`config.mk`:
```
export PLATFORM = sky130hd
export DESIGN_NAME = text_cursor_ctrl
export DESIGN_NICKNAME = d
export VERILOG_FILES = /design/src/rtl/text_cursor_ctrl_pkg.sv /design/src/rtl/text_cursor_ctrl_cell_addr_calc.sv /design/src/rtl/text_cursor_ctrl.sv
export SDC_FILE = /design/constraint.sdc
export NUM_CORES = 1
export LEC_CHECK = 0
export ABC_AREA = 1
export ABC_CLOCK_PERIOD_IN_PS = 3500
export CAP_MARGIN = 20
export CORE_MARGIN = 2
export CORE_UTILIZATION = 35
export DETAILED_ROUTE_END_ITERATION = 10
export GPL_TIMING_DRIVEN = 1
export HOLD_SLACK_MARGIN = 0.1
export PLACE_DENSITY = 0.54
export SKIP_LAST_GASP = 1
export SYNTH_ARGS = -nofsm -noshare
export SYNTH_HDL_FRONTEND = slang
export SYNTH_SLANG_ARGS = --single-unit
```
`constraint.sdc`:
```
create_clock -name clk -period 3.5 [get_ports clk]
set_input_delay 0.525 -clock clk [delete_from_list [all_inputs] [get_ports clk]]
set_output_delay 0.525 -clock clk [all_outputs]
set_load 0.03 [all_outputs]
```
`src/rtl/text_cursor_ctrl_pkg.sv`:
```
// Shared constants, state encoding and character classification for the text cursor controller.
package text_cursor_ctrl_pkg;

    localparam int COLS_DEF = 80;
    localparam int ROWS_DEF = 30;

    localparam logic [7:0] ASCII_SPACE = 8'h20;
    localparam logic [7:0] ASCII_CR    = 8'h0D;
    localparam logic [7:0] ASCII_LF    = 8'h0A;
    localparam logic [7:0] ASCII_BS    = 8'h08;
    localparam logic [7:0] ASCII_TILDE = 8'h7E;

    typedef enum logic [1:0] {
        S_IDLE  = 2'd0,
        S_WRITE = 2'd1,
        S_CLEAR = 2'd2
    } state_e;

    function automatic logic is_printable(input logic [7:0] c);
        return (c >= ASCII_SPACE) && (c <= ASCII_TILDE);
    endfunction

endpackage

```
`src/rtl/text_cursor_ctrl_cell_addr_calc.sv`:
```
// Combinational cell address y*COLS + x, shared with the renderer so both sides agree.
module cell_addr_calc #(
    parameter int COLS   = 80,
    parameter int ADDR_W = 12
) (
    input  logic [6:0]        x,
    input  logic [4:0]        y,
    output logic [ADDR_W-1:0] addr
);

    logic [ADDR_W-1:0] row_base_s;

    // The row product is deliberately truncated to the address width.
    assign row_base_s = ADDR_W'(y) * ADDR_W'(COLS);
    assign addr       = row_base_s + ADDR_W'(x);

endmodule

```
`src/rtl/text_cursor_ctrl.sv`:
```
// Character RAM write sequencer: cursor tracking, CR/LF/BS handling and full-screen clear.
// Optional cursor blinking is enabled by defining CURSOR_BLINK_EN.
module text_cursor_ctrl
    import text_cursor_ctrl_pkg::*;
#(
    parameter int COLS         = COLS_DEF,
    parameter int ROWS         = ROWS_DEF,
    parameter int ADDR_W       = 12,
    parameter int BLINK_CYCLES = 50_000_000
) (
    input  logic              clk,
    input  logic              reset,
    input  logic              char_valid,
    input  logic [7:0]        char_data,
    output logic              char_ready,
    input  logic              clear_req,
    output logic              ram_we,
    output logic [ADDR_W-1:0] ram_waddr,
    output logic [7:0]        ram_wdata,
    output logic [6:0]        cursor_x,
    output logic [4:0]        cursor_y,
    output logic              cursor_on,
    output logic              busy
);

    if ((2 ** ADDR_W) < (COLS * ROWS)) begin : g_addr_w_check
        $error("ADDR_W too small for COLS*ROWS cells");
    end
    if (BLINK_CYCLES < 2) begin : g_blink_check
        $error("BLINK_CYCLES must be at least 2");
    end

    localparam logic [ADDR_W-1:0] LAST_CELL = ADDR_W'(COLS * ROWS - 1);

    state_e            state_q, state_d;
    logic [6:0]        x_q, x_d;
    logic [4:0]        y_q, y_d;
    logic [7:0]        byte_q, byte_d;
    logic              we_q, we_d;
    logic [ADDR_W-1:0] waddr_q, waddr_d;
    logic [7:0]        wdata_q, wdata_d;
    logic [ADDR_W-1:0] clr_cnt_q, clr_cnt_d;

    logic              hs_s, clr_start_s, at_origin_s;
    logic [6:0]        bs_x_s, addr_x_s;
    logic [4:0]        bs_y_s, addr_y_s, next_y_s;
    logic [ADDR_W-1:0] cell_addr_s;

    assign char_ready  = reset & (state_q == S_IDLE) & ~clear_req;
    assign hs_s        = char_valid & char_ready;
    assign clr_start_s = (state_q == S_IDLE) & clear_req;
    assign busy        = (state_q != S_IDLE);
    assign ram_we      = we_q;
    assign ram_waddr   = waddr_q;
    assign ram_wdata   = wdata_q;
    assign cursor_x    = x_q;
    assign cursor_y    = y_q;

    assign at_origin_s = (x_q == 7'd0) && (y_q == 5'd0);
    assign next_y_s    = (y_q == 5'(ROWS - 1)) ? 5'd0 : y_q + 5'd1;

    // Cell one step behind the cursor, used by backspace.
    always_comb begin
        if (x_q == 7'd0) begin
            bs_x_s = 7'(COLS - 1);
            bs_y_s = y_q - 5'd1;
        end else begin
            bs_x_s = x_q - 7'd1;
            bs_y_s = y_q;
        end
    end

    assign addr_x_s = (byte_q == ASCII_BS) ? bs_x_s : x_q;
    assign addr_y_s = (byte_q == ASCII_BS) ? bs_y_s : y_q;

    cell_addr_calc #(.COLS(COLS), .ADDR_W(ADDR_W)) u_addr (
        .x    (addr_x_s),
        .y    (addr_y_s),
        .addr (cell_addr_s)
    );

    // Next-state and output computation for the IDLE/WRITE/CLEAR sequencer.
    always_comb begin
        state_d   = state_q;
        x_d       = x_q;
        y_d       = y_q;
        byte_d    = byte_q;
        we_d      = 1'b0;
        waddr_d   = waddr_q;
        wdata_d   = wdata_q;
        clr_cnt_d = clr_cnt_q;
        case (state_q)
            S_IDLE: begin
                if (clear_req) begin
                    state_d   = S_CLEAR;
                    clr_cnt_d = '0;
                end else if (hs_s) begin
                    byte_d  = char_data;
                    state_d = S_WRITE;
                end else begin
                    state_d = S_IDLE;
                end
            end
            S_WRITE: begin
                state_d = S_IDLE;
                if (is_printable(byte_q)) begin
                    we_d    = 1'b1;
                    waddr_d = cell_addr_s;
                    wdata_d = byte_q;
                    if (x_q == 7'(COLS - 1)) begin
                        x_d = 7'd0;
                        y_d = next_y_s;
                    end else begin
                        x_d = x_q + 7'd1;
                    end
                end else if ((byte_q == ASCII_CR) || (byte_q == ASCII_LF)) begin
                    x_d = 7'd0;
                    y_d = next_y_s;
                end else if ((byte_q == ASCII_BS) && !at_origin_s) begin
                    we_d    = 1'b1;
                    waddr_d = cell_addr_s;
                    wdata_d = ASCII_SPACE;
                    x_d     = bs_x_s;
                    y_d     = bs_y_s;
                end else begin
                    x_d = x_q;
                end
            end
            S_CLEAR: begin
                we_d    = 1'b1;
                waddr_d = clr_cnt_q;
                wdata_d = ASCII_SPACE;
                if (clr_cnt_q == LAST_CELL) begin
                    state_d = S_IDLE;
                    x_d     = 7'd0;
                    y_d     = 5'd0;
                end else begin
                    clr_cnt_d = clr_cnt_q + 1'b1;
                end
            end
            default: begin
                state_d = S_IDLE;
            end
        endcase
    end

    // Sequencer state and registered outputs.
    always_ff @(posedge clk or negedge reset) begin
        if (!reset) begin
            state_q   <= S_IDLE;
            x_q       <= 7'd0;
            y_q       <= 5'd0;
            byte_q    <= 8'd0;
            we_q      <= 1'b0;
            waddr_q   <= '0;
            wdata_q   <= 8'd0;
            clr_cnt_q <= '0;
        end else begin
            state_q   <= state_d;
            x_q       <= x_d;
            y_q       <= y_d;
            byte_q    <= byte_d;
            we_q      <= we_d;
            waddr_q   <= waddr_d;
            wdata_q   <= wdata_d;
            clr_cnt_q <= clr_cnt_d;
        end
    end

`ifdef CURSOR_BLINK_EN
    localparam int BLINK_W = $clog2(BLINK_CYCLES);

    logic [BLINK_W-1:0] blink_cnt_q, blink_cnt_d;
    logic               cursor_on_q, cursor_on_d;

    // Typing or clearing restarts the blink phase with the cursor visible.
    always_comb begin
        if (hs_s || clr_start_s) begin
            blink_cnt_d = '0;
            cursor_on_d = 1'b1;
        end else if (blink_cnt_q == BLINK_W'(BLINK_CYCLES - 1)) begin
            blink_cnt_d = '0;
            cursor_on_d = ~cursor_on_q;
        end else begin
            blink_cnt_d = blink_cnt_q + 1'b1;
            cursor_on_d = cursor_on_q;
        end
    end

    // Blink counter and visibility flop.
    always_ff @(posedge clk or negedge reset) begin
        if (!reset) begin
            blink_cnt_q <= '0;
            cursor_on_q <= 1'b1;
        end else begin
            blink_cnt_q <= blink_cnt_d;
            cursor_on_q <= cursor_on_d;
        end
    end

    assign cursor_on = cursor_on_q;
`else
    assign cursor_on = 1'b1;
`endif

endmodule
```
# ---- Yosys cells after proc, flatten, opt, wreduce, memory -nomap -nowiden
# Index checks and enable logic that the tools add are counted.
dict set report word_totals {
  in_bits 12
  reg_bits 55
  word_cells 88
}
dict set report classes {
  n_reduce_logical 16
  n_eq_ne 15
  mux 36
  add_sub_neg 6
  n_lt_le_gt_ge 2
  n_mul 1
  bitwise 4
}
# op n
set ops {}
lappend ops {{$mux W12} 5}
lappend ops {{$mux W7} 7}
lappend ops {{$pmux W12 S2} 2}
lappend ops {{$mux W5} 8}
lappend ops {{$eq A8 B4 Y1 const B} 3}
lappend ops {{$mux W8} 3}
lappend ops {{$pmux W8 S2} 1}
lappend ops {{$pmux W7 S2} 1}
lappend ops {{$add A12 B1 Y12 const B} 1}
lappend ops {{$add A12 B7 Y12} 1}
lappend ops {{$eq A12 B12 Y1 const B} 1}
lappend ops {{$reduce_and A3 Y1} 4}
lappend ops {{$pmux W5 S2} 1}
lappend ops {{$ne A3 B3 Y1 const B} 3}
lappend ops {{$ge A8 B6 Y1 const B} 1}
lappend ops {{$le A8 B7 Y1 const B} 1}
lappend ops {{$mul A5 B3 Y8 const B} 1}
lappend ops {{$add A7 B1 Y7 const B} 1}
lappend ops {{$eq A7 B7 Y1 const B} 1}
lappend ops {{$logic_not A7 Y1} 1}
lappend ops {{$sub A7 B1 Y7 const B} 1}
lappend ops {{$ne A2 B2 Y1 const B} 3}
lappend ops {{$reduce_bool A2 Y1} 3}
lappend ops {{$add A5 B1 Y5 const B} 1}
lappend ops {{17 further kinds} 25}

# ---- Depth between registers and ports, before layout
# Gate-level depths: netlist (run 1).
dict set report logic_depth {
  ltp_word 9
  depth_mapped 20
  ltp_nobuf 20
}

# ---- Cells and area by module
# From an unflattened synthesis (run 1), not the netlist that was laid out.
dict set report hier_totals {
  hier_cells 583
  area_unflattened_um2 4151.5
}
# mod seq_area_each_um2 cells_per_inst n_inst area_per_inst_um2
set by_module_without_submodules {}
lappend by_module_without_submodules {text_cursor_ctrl 1376.3 525 1 3766.1}
lappend by_module_without_submodules {cell_addr_calc 0.0 58 1 385.4}

# ---- Least setup slack after synthesis (run 1)
# Ideal clock, no wire load.
dict set report synth_timing {
  path_kind {flip-flop to flip-flop}
  start {register x_q[0], in the netlist cursor_x[0]}
  end {register waddr_q[10], in the netlist ram_waddr[10]}
  period_less_slack_ns 3.319
  stages_incl_launch_ff 20
  required_time_ns 3.383
  t_arrival_ns 3.203
  setup_time_ns 0.117
  setup_slack_ns 0.181
  path_cell_list {dfrtp_1 -> inv_1 -> ha_1 -> nand2_1 -> nor2_1 -> nand3_1 -> xor2_1 -> nand2_1 -> o21ai_0 -> ha_1 -> ha_1 -> fa_1 -> xor2_1 -> inv_1 -> nor2_1 -> inv_1 -> nand3_1 -> nand3_1 -> nand2_1 -> nand2_1}
}
dict set report synth_between {
  elab_chain_cells 9
}
# element line
set synth_lines {}
lappend synth_lines {{start, declared} text_cursor_ctrl.sv:36} ;# logic [6:0] x_q, x_d;
lappend synth_lines {{start signal, assigned} text_cursor_ctrl.sv:151} ;# x_q <= 7'd0;
lappend synth_lines {{start signal, assigned} text_cursor_ctrl.sv:160} ;# x_q <= x_d;
lappend synth_lines {{$logic_not A7 Y1} {text_cursor_ctrl.sv:59, text_cursor_ctrl.sv:64}}
lappend synth_lines {{$mux W5} text_cursor_ctrl.sv:64} ;# if (x_q == 7'd0) begin
lappend synth_lines {{$mux W5} text_cursor_ctrl.sv:74} ;# assign addr_y_s = (byte_q == ASCII_BS) ? bs_y_s : y_q;
lappend synth_lines {{$mul A5 B3 Y8} text_cursor_ctrl_cell_addr_calc.sv:14} ;# assign row_base_s = ADDR_W'(y) * ADDR_W'(COLS);
lappend synth_lines {{$add A12 B7 Y12} text_cursor_ctrl_cell_addr_calc.sv:15} ;# assign addr = row_base_s + ADDR_W'(x);
lappend synth_lines {{$mux W12} text_cursor_ctrl.sv:119} ;# end else if ((byte_q == ASCII_BS) && !at_origin_s) begin
lappend synth_lines {{$mux W12} text_cursor_ctrl.sv:116} ;# end else if ((byte_q == ASCII_CR) || (byte_q == ASCII_LF)) begin
lappend synth_lines {{$mux W12} text_cursor_ctrl.sv:106} ;# if (is_printable(byte_q)) begin
lappend synth_lines {{$pmux W12 S2} text_cursor_ctrl.sv:92} ;# case (state_q)
lappend synth_lines {{end signal, assigned} text_cursor_ctrl.sv:164} ;# waddr_q <= waddr_d;
lappend synth_lines {{end, declared} text_cursor_ctrl.sv:40} ;# logic [ADDR_W-1:0] waddr_q, waddr_d;
# Several ways; a longest one is shown, not always the timed one. The select of a mux whose other input is x is not followed.
# A chain may end at the register's enable or synchronous reset.

# ---- Worst setup path after layout (run 1)
# Ends and elaborated chain as after synthesis.

==> qor.txt, run 1 <==
Slew HR - 52.3%
clk slew on worst S/H paths - 0.11 ns
Post-Route M1 WL - 4.72 mm
adder-cell share of the synthesized area - 7.25%
CTS root buf - clkbuf_8
met2 WL - 4.52 mm
synthesis-stage register bit count - 55
Psw - 2.25 mW
CP Class - register to register
commonest cells after routing, fill and taps aside - nand2_1, dfrtp_1, clkdlybuf4s50_1
HPWL Detailed - 7.24 mm
Highest Signal Layer - met4
Mapped Nets - 544
# rows - 38
Peak supply drop - 0.000402 V
DR pass1 iterations - 5
drt total wl - 9.54 mm
Mean Syn Cell Area - 7.49 sq um
worst min path class - primary input to async pin
die span in y - 109 um
distinct cell type count after synthesis - 41
first-pass GRT wire length - 16.2 mm
Initial Utilization - 35.6%
die area - 11,800 sq um
aggregate global routing overflow - 0
n_diodes - 0
startpoint types - register
post-layout min period - 3.18 ns
final net count - 588
H-tree depth - 2
number of flops mapped to enable cells by yosys - 0
DRC viols - 0
LEAKAGE - 2.12 nW
post-synthesis sequential area ratio - 35.9%
initial antenna violation count - 0
kind of end point of the critical path - register
Main synth FF type - dfrtp_1
CTS tree - done
setup ws final - 0.316 ns
ys async rst share - 100%
CTS Buf Count - 5
worst skew pair latency - 0.33 ns
Final Hold Fails - 0
cts hold-fix bufs - 0
share of cells above drive strength 1 - 9.53%
RSZ-0062 raised after global routing - false
# IOs - 48
Clock Sinks - 55
largest family of logic cells by synthesized area - simple AND/OR/NAND/NOR gates
CP max FO - 5
Gate power share - 65.1%
CP arrival - 3.41 ns
clk buf depth - 2
Mapped Cells - 511
Core ar. - 10,700 sq um
Cell Area, Synth - 3830 sq um
Sw Share - 52.2%
overall power - 4.32 mW
Slew Viols, Final - 0
Sequential Power Share - 24.7%
Port Buffer Count - 46
actual slew at the worst max-slew pin - 0.716 ns
Setup WS pre-CTS - 0.215 ns
yosys warns - 0
Iteration-0 DRC Markers - 126
Max Fclk - 314 MHz
RePlAce Congestion - 0.891
Vias - 3,388
vias in the first global route - 3,315
power share of the clock group - 10.2%
multiplexer share of the synthesized area - 0.588%
wire length per cell - 13.7 um
Area contributors post-synth - dfrtp_1, nand2_1, ha_1
Critical Path RT - 3.72 ns
Synth-to-Final Area Change - 18.9%
Yosys top cell area share - 35.9%
simple-gate share of the synthesized area - 30.1%
Max Cap Viol - 0
Die Width - 109 um
fin crit share - 91.0%
setup tns final - 0 ns
Internal Power - 2.07 mW
Worst Skew - 0.0171 ns
Synth Area in XOR/XNOR - 4.80%
largest net degree at the start of global routing - 56
Final ANT Viol Nets - 0
post-synth top area cell - dfrtp_1
GRT Util Overall - 17.4%
WL met3 - 213 um
Setup Viol. Count Final - 0
Vias/cell - 4.87
Power Density - 949 nW/um^2
compound-gate portion of the synthesized area - 13.4%
commonest non-fill, non-tap cell in the layout - nand2_1
status - complete, no violations
==> synth_stat cells, types with 9 or more instances <==
cell,number
o31ai_1,9
a21oi_1,18
o21ai_1,9
o21ai_0,34
nand3_1,37
dfrtp_1,55
nor2_1,44
nand2_1,146
ha_1,19
inv_1,42
xor2_1,14
==> through the flow <==
stage / cell area (sq um) / cells / hold slack (ns) / utilization [%]
floorplan: 3830 / 511 / 0.229 / -
global placement: 4410 / 687 / 0.465 / 41.1
detailed placement: 4410 / 687 / 0.470 / 41.1
CTS: 4530 / 695 / 0.450 / 42.2
global route: 4550 / 696 / 0.469 / 42.4
finish: 4550 / 696 / 0.401 / 42.4
==> metal layers <==
layer,vias to the layer above,track usage [%]
met1,1589,24.6
met4,0,3.57
li1,1748,-
met2,44,27.9
met3,7,2.77
met5,-,0
==> timing repair <==
action,in CTS,in global routing
setup endpoints to repair,0,3
buffers inserted,0,1
gates resized for setup,0,5
==> sequential cells by signal, indices dropped and copies added, names as in the netlist <==
| signal | cells |
|---|---|
| state_q | 2 |
| cursor_x | 7 |
| ram_we | 1 |
| ram_wdata | 8 |
| ram_waddr | 12 |
| clr_cnt_q | 12 |
| cursor_y | 5 |
| byte_q | 8 |
==> power groups by stage <==
stage | clock network [mW] | registers (mW) | logic (mW)
2_1_floorplan | 0 | 1.31 | 1.79
3_3_place_gp | 0 | 1.07 | 2.78
3_5_place_dp | 0 | 1.08 | 2.80
4_1_cts | 0.457 | 1.07 | 2.82
5_1_grt | 0.485 | 1.10 | 3.17
6_report | 0.442 | 1.07 | 2.81
==> worst paths after layout <==
| check | startpoint | end | slack, ns | cells after the start |
|---|---|---|---|---|
| min | reset | clr_cnt_q[4] | 0.40 | 2 |
| max in group asynchronous | reset | cursor_x[0] | 2.63 | 2 |
| max | cursor_x[0] | ram_waddr[10] | 0.32 | 19 |
| min in group clk | ram_waddr[1] | ram_waddr[1] | 0.49 | 2 |
| min reg2reg | ram_waddr[1] | ram_waddr[1] | 0.49 | 2 |
| max reg2reg | cursor_x[0] | ram_waddr[10] | 0.32 | 19 |
==> area by class of cell <==
| class | count | area, sq um |
|---|---|---|
| clock inverters | 3 | 46.3 |
| clock buffers | 5 | 68.8 |
| repair buffers | 56 | 531 |
| multi-input cells | 388 | 2170 |
| flip-flops and latches | 55 | 1380 |
| fillers | 1122 | 6190 |
| inverters | 49 | 186 |
| well taps | 140 | 175 |
==> critical path, stage by stage (launching register included) <==
cell and delay, ns:
dfrtp_1 0.40, inv_1 0.13, ha_2 0.24, nand2_1 0.09
nor2_2 0.13, nand3_1 0.09, xor2_1 0.19, nand2_1 0.06
o21ai_0 0.13, ha_1 0.29, ha_1 0.23, fa_2 0.38
xor2_2 0.21, inv_1 0.07, nor2_1 0.14, inv_1 0.05
nand3_1 0.07, nand3_1 0.08, nand2_1 0.07, nand2_1 0.04
==> logic make-up after synthesis <==
group / count (synthesis)
other cells: 1
flops: 55
xor+xnor: 21
simple gates: 257
mux: 2
buf+inv: 68
compound gates: 86
fa+ha+maj: 21
(Power assumes the default switching activity.)
==> inputs of run 2 (changes only) <==
Settings changed: RECOVER_POWER set to 25.
==> run 2 against run 1 <==
Against the previous run:
- routed wire length about the same
- global-route usage unchanged
- combinational power about the same
- largest power group unchanged
==> qor.txt, run 2 (synthesis results as in run 1) <==
Sw Share - 52.2%
status - complete, no violations
Slew HR - 7.02%
final net count - 588
Vias - 3,389
worst min path class - register to register
Initial Utilization - 35.6%
Vias/cell - 4.87
wire length per cell - 13.7 um
Critical-path top delay cell - dfrtp_1
CP max stage delay - 0.40 ns
Clock Sinks - 55
CTS root buf - clkbuf_8
n_diodes - 0
post-layout min period - 3.18 ns
clk buf depth - 2
commonest cells after routing, fill and taps aside - nand2_1, dfrtp_1, clkdlybuf4s50_1
Synth-to-Final Area Change - 18.8%
Worst Skew - 0.0171 ns
Max Fclk - 314 MHz
Slew Viols, Final - 0
vias in the first global route - 3,315
largest net degree at the start of global routing - 56
Die Width - 109 um
DR pass1 iterations - 4
clk slew on worst S/H paths - 0.11 ns
Final ANT Viol Nets - 0
fin crit share - 91.0%
CP Class - register to register
Port Buffer Count - 46
# IOs - 48
Iteration-0 DRC Markers - 125
Internal Power - 2.06 mW
Max Cap Viol - 0
Setup Viol. Count Final - 0
initial antenna violation count - 0
drt total wl - 9.54 mm
GRT Util Overall - 17.4%
Critical Path RT - 3.72 ns
# rows - 38
RePlAce Congestion - 0.891
crit-path cells - inv_1, ha_2, nand2_1, nor2_2, nand3_1, xor2_1, nand2_1, o21ai_0, ha_1, ha_1, fa_2, xor2_2, inv_1, nor2_1, inv_1, nand3_1, nand3_1, nand2_1, nand2_1
H-tree depth - 2
worst skew pair latency - 0.33 ns
CTS Buf Count - 5
final core occ - 42.3%
RSZ-0062 raised after global routing - false
HPWL Detailed - 7.24 mm
aggregate global routing overflow - 0
first-pass GRT wire length - 16.2 mm
DRC viols - 0
startpoint types - register
CTS tree - done
CP max FO - 5
power share of the clock group - 10.2%
cts hold-fix bufs - 0
die area - 11,800 sq um
die span in y - 109 um
CP arrival - 3.41 ns
Final Hold Fails - 0
actual slew at the worst max-slew pin - 1.39 ns
share of cells above drive strength 1 - 9.35%
Core ar. - 10,700 sq um
kind of end point of the critical path - register
Psw - 2.25 mW
Sequential Power Share - 24.7%
Peak supply drop - 0.000402 V
CP dominant cell by count - nand2_1
Gate power share - 65.1%
Power Density - 950 nW/um^2
LEAKAGE - 2.12 nW
commonest non-fill, non-tap cell in the layout - nand2_1
setup tns final - 0 ns
[run 2: changes by cell type in the layout (fill, tap and decap cells not counted)]
cell | before | now
clkbuf_1 | 0 | 1
buf_2 | 1 | 0
buf_4 | 10 | 9
clkbuf_2 | 0 | 1
[run 2: metrics by stage]
stage	cell area, sq um	std cells	total power [mW]	setup slack [ns]	hold slack [ns]
floorplan	3830	511	3.10	0.181	0.229
global placement	4410	687	3.86	0.313	0.465
detailed placement	4410	687	3.88	0.215	0.470
CTS	4530	695	4.34	0.185	0.450
global route	4550	696	4.76	0.0144	0.526
finish	4550	696	4.32	0.316	0.493
[run 2: per-layer routing]
| layer | up-vias | wire length [um] | GRT usage [%] | share of wire (%) |
|---|---|---|---|---|
| met5 | - | 0 | 0 | 0 |
| met4 | 0 | 87 | 3.57 | 0.91 |
| met3 | 7 | 214 | 2.77 | 2.2 |
| met1 | 1588 | 4720 | 24.6 | 49 |
| met2 | 46 | 4510 | 27.9 | 47 |
| li1 | 1748 | - | - | - |
[run 2: worst paths after layout]
path / start / slack (ns) / cells past startpoint / end
setup / recovery: cursor_x[0] / 0.32 / 19 / ram_waddr[10]
hold / removal: ram_waddr[1] / 0.49 / 2 / ram_waddr[1]
setup reg to reg: cursor_x[0] / 0.32 / 19 / ram_waddr[10]
hold reg to reg: ram_waddr[1] / 0.49 / 2 / ram_waddr[1]
max in group asynchronous: reset / 1.92 / 2 / cursor_x[0]
min in group asynchronous: reset / 0.75 / 2 / clr_cnt_q[4]
[run 2: layout make-up]
type / instances / area, sq um
Tap cell: 140 / 175
Fill cell: 1124 / 6200
Multi-Input combinational cell: 388 / 2170
Sequential cell: 55 / 1380
Inverter: 49 / 186
Clock inverter: 3 / 46.3
Timing Repair Buffer: 56 / 527
Clock buffer: 5 / 68.8
[run 2: timing repair]
item / in CTS / in global routing
resized for setup: 0 / 5
setup buffers: 0 / 1
hold endpoints to repair: 0 / 0
endpoints found under the setup margin: 0 / 3
[run 2: critical path: cells and delay by family (launching register included)]
family,cells,cell delay [ns]
flip-flops,1,0.40
AND/OR/NAND/NOR,9,0.77
AO/OA/AOI/OAI,1,0.13
XOR/XNOR,2,0.40
adder cells (fa/ha/maj),4,1.14
buffers and inverters,3,0.25
[run 2: power groups by stage]
stage / registers (mW) / clock network [mW] / logic (mW)
6_report: 1.07 / 0.442 / 2.81
5_1_grt: 1.10 / 0.485 / 3.17
4_1_cts: 1.07 / 0.457 / 2.82
3_5_place_dp: 1.08 / 0 / 2.80
3_3_place_gp: 1.07 / 0 / 2.78
2_1_floorplan: 1.31 / 0 / 1.79
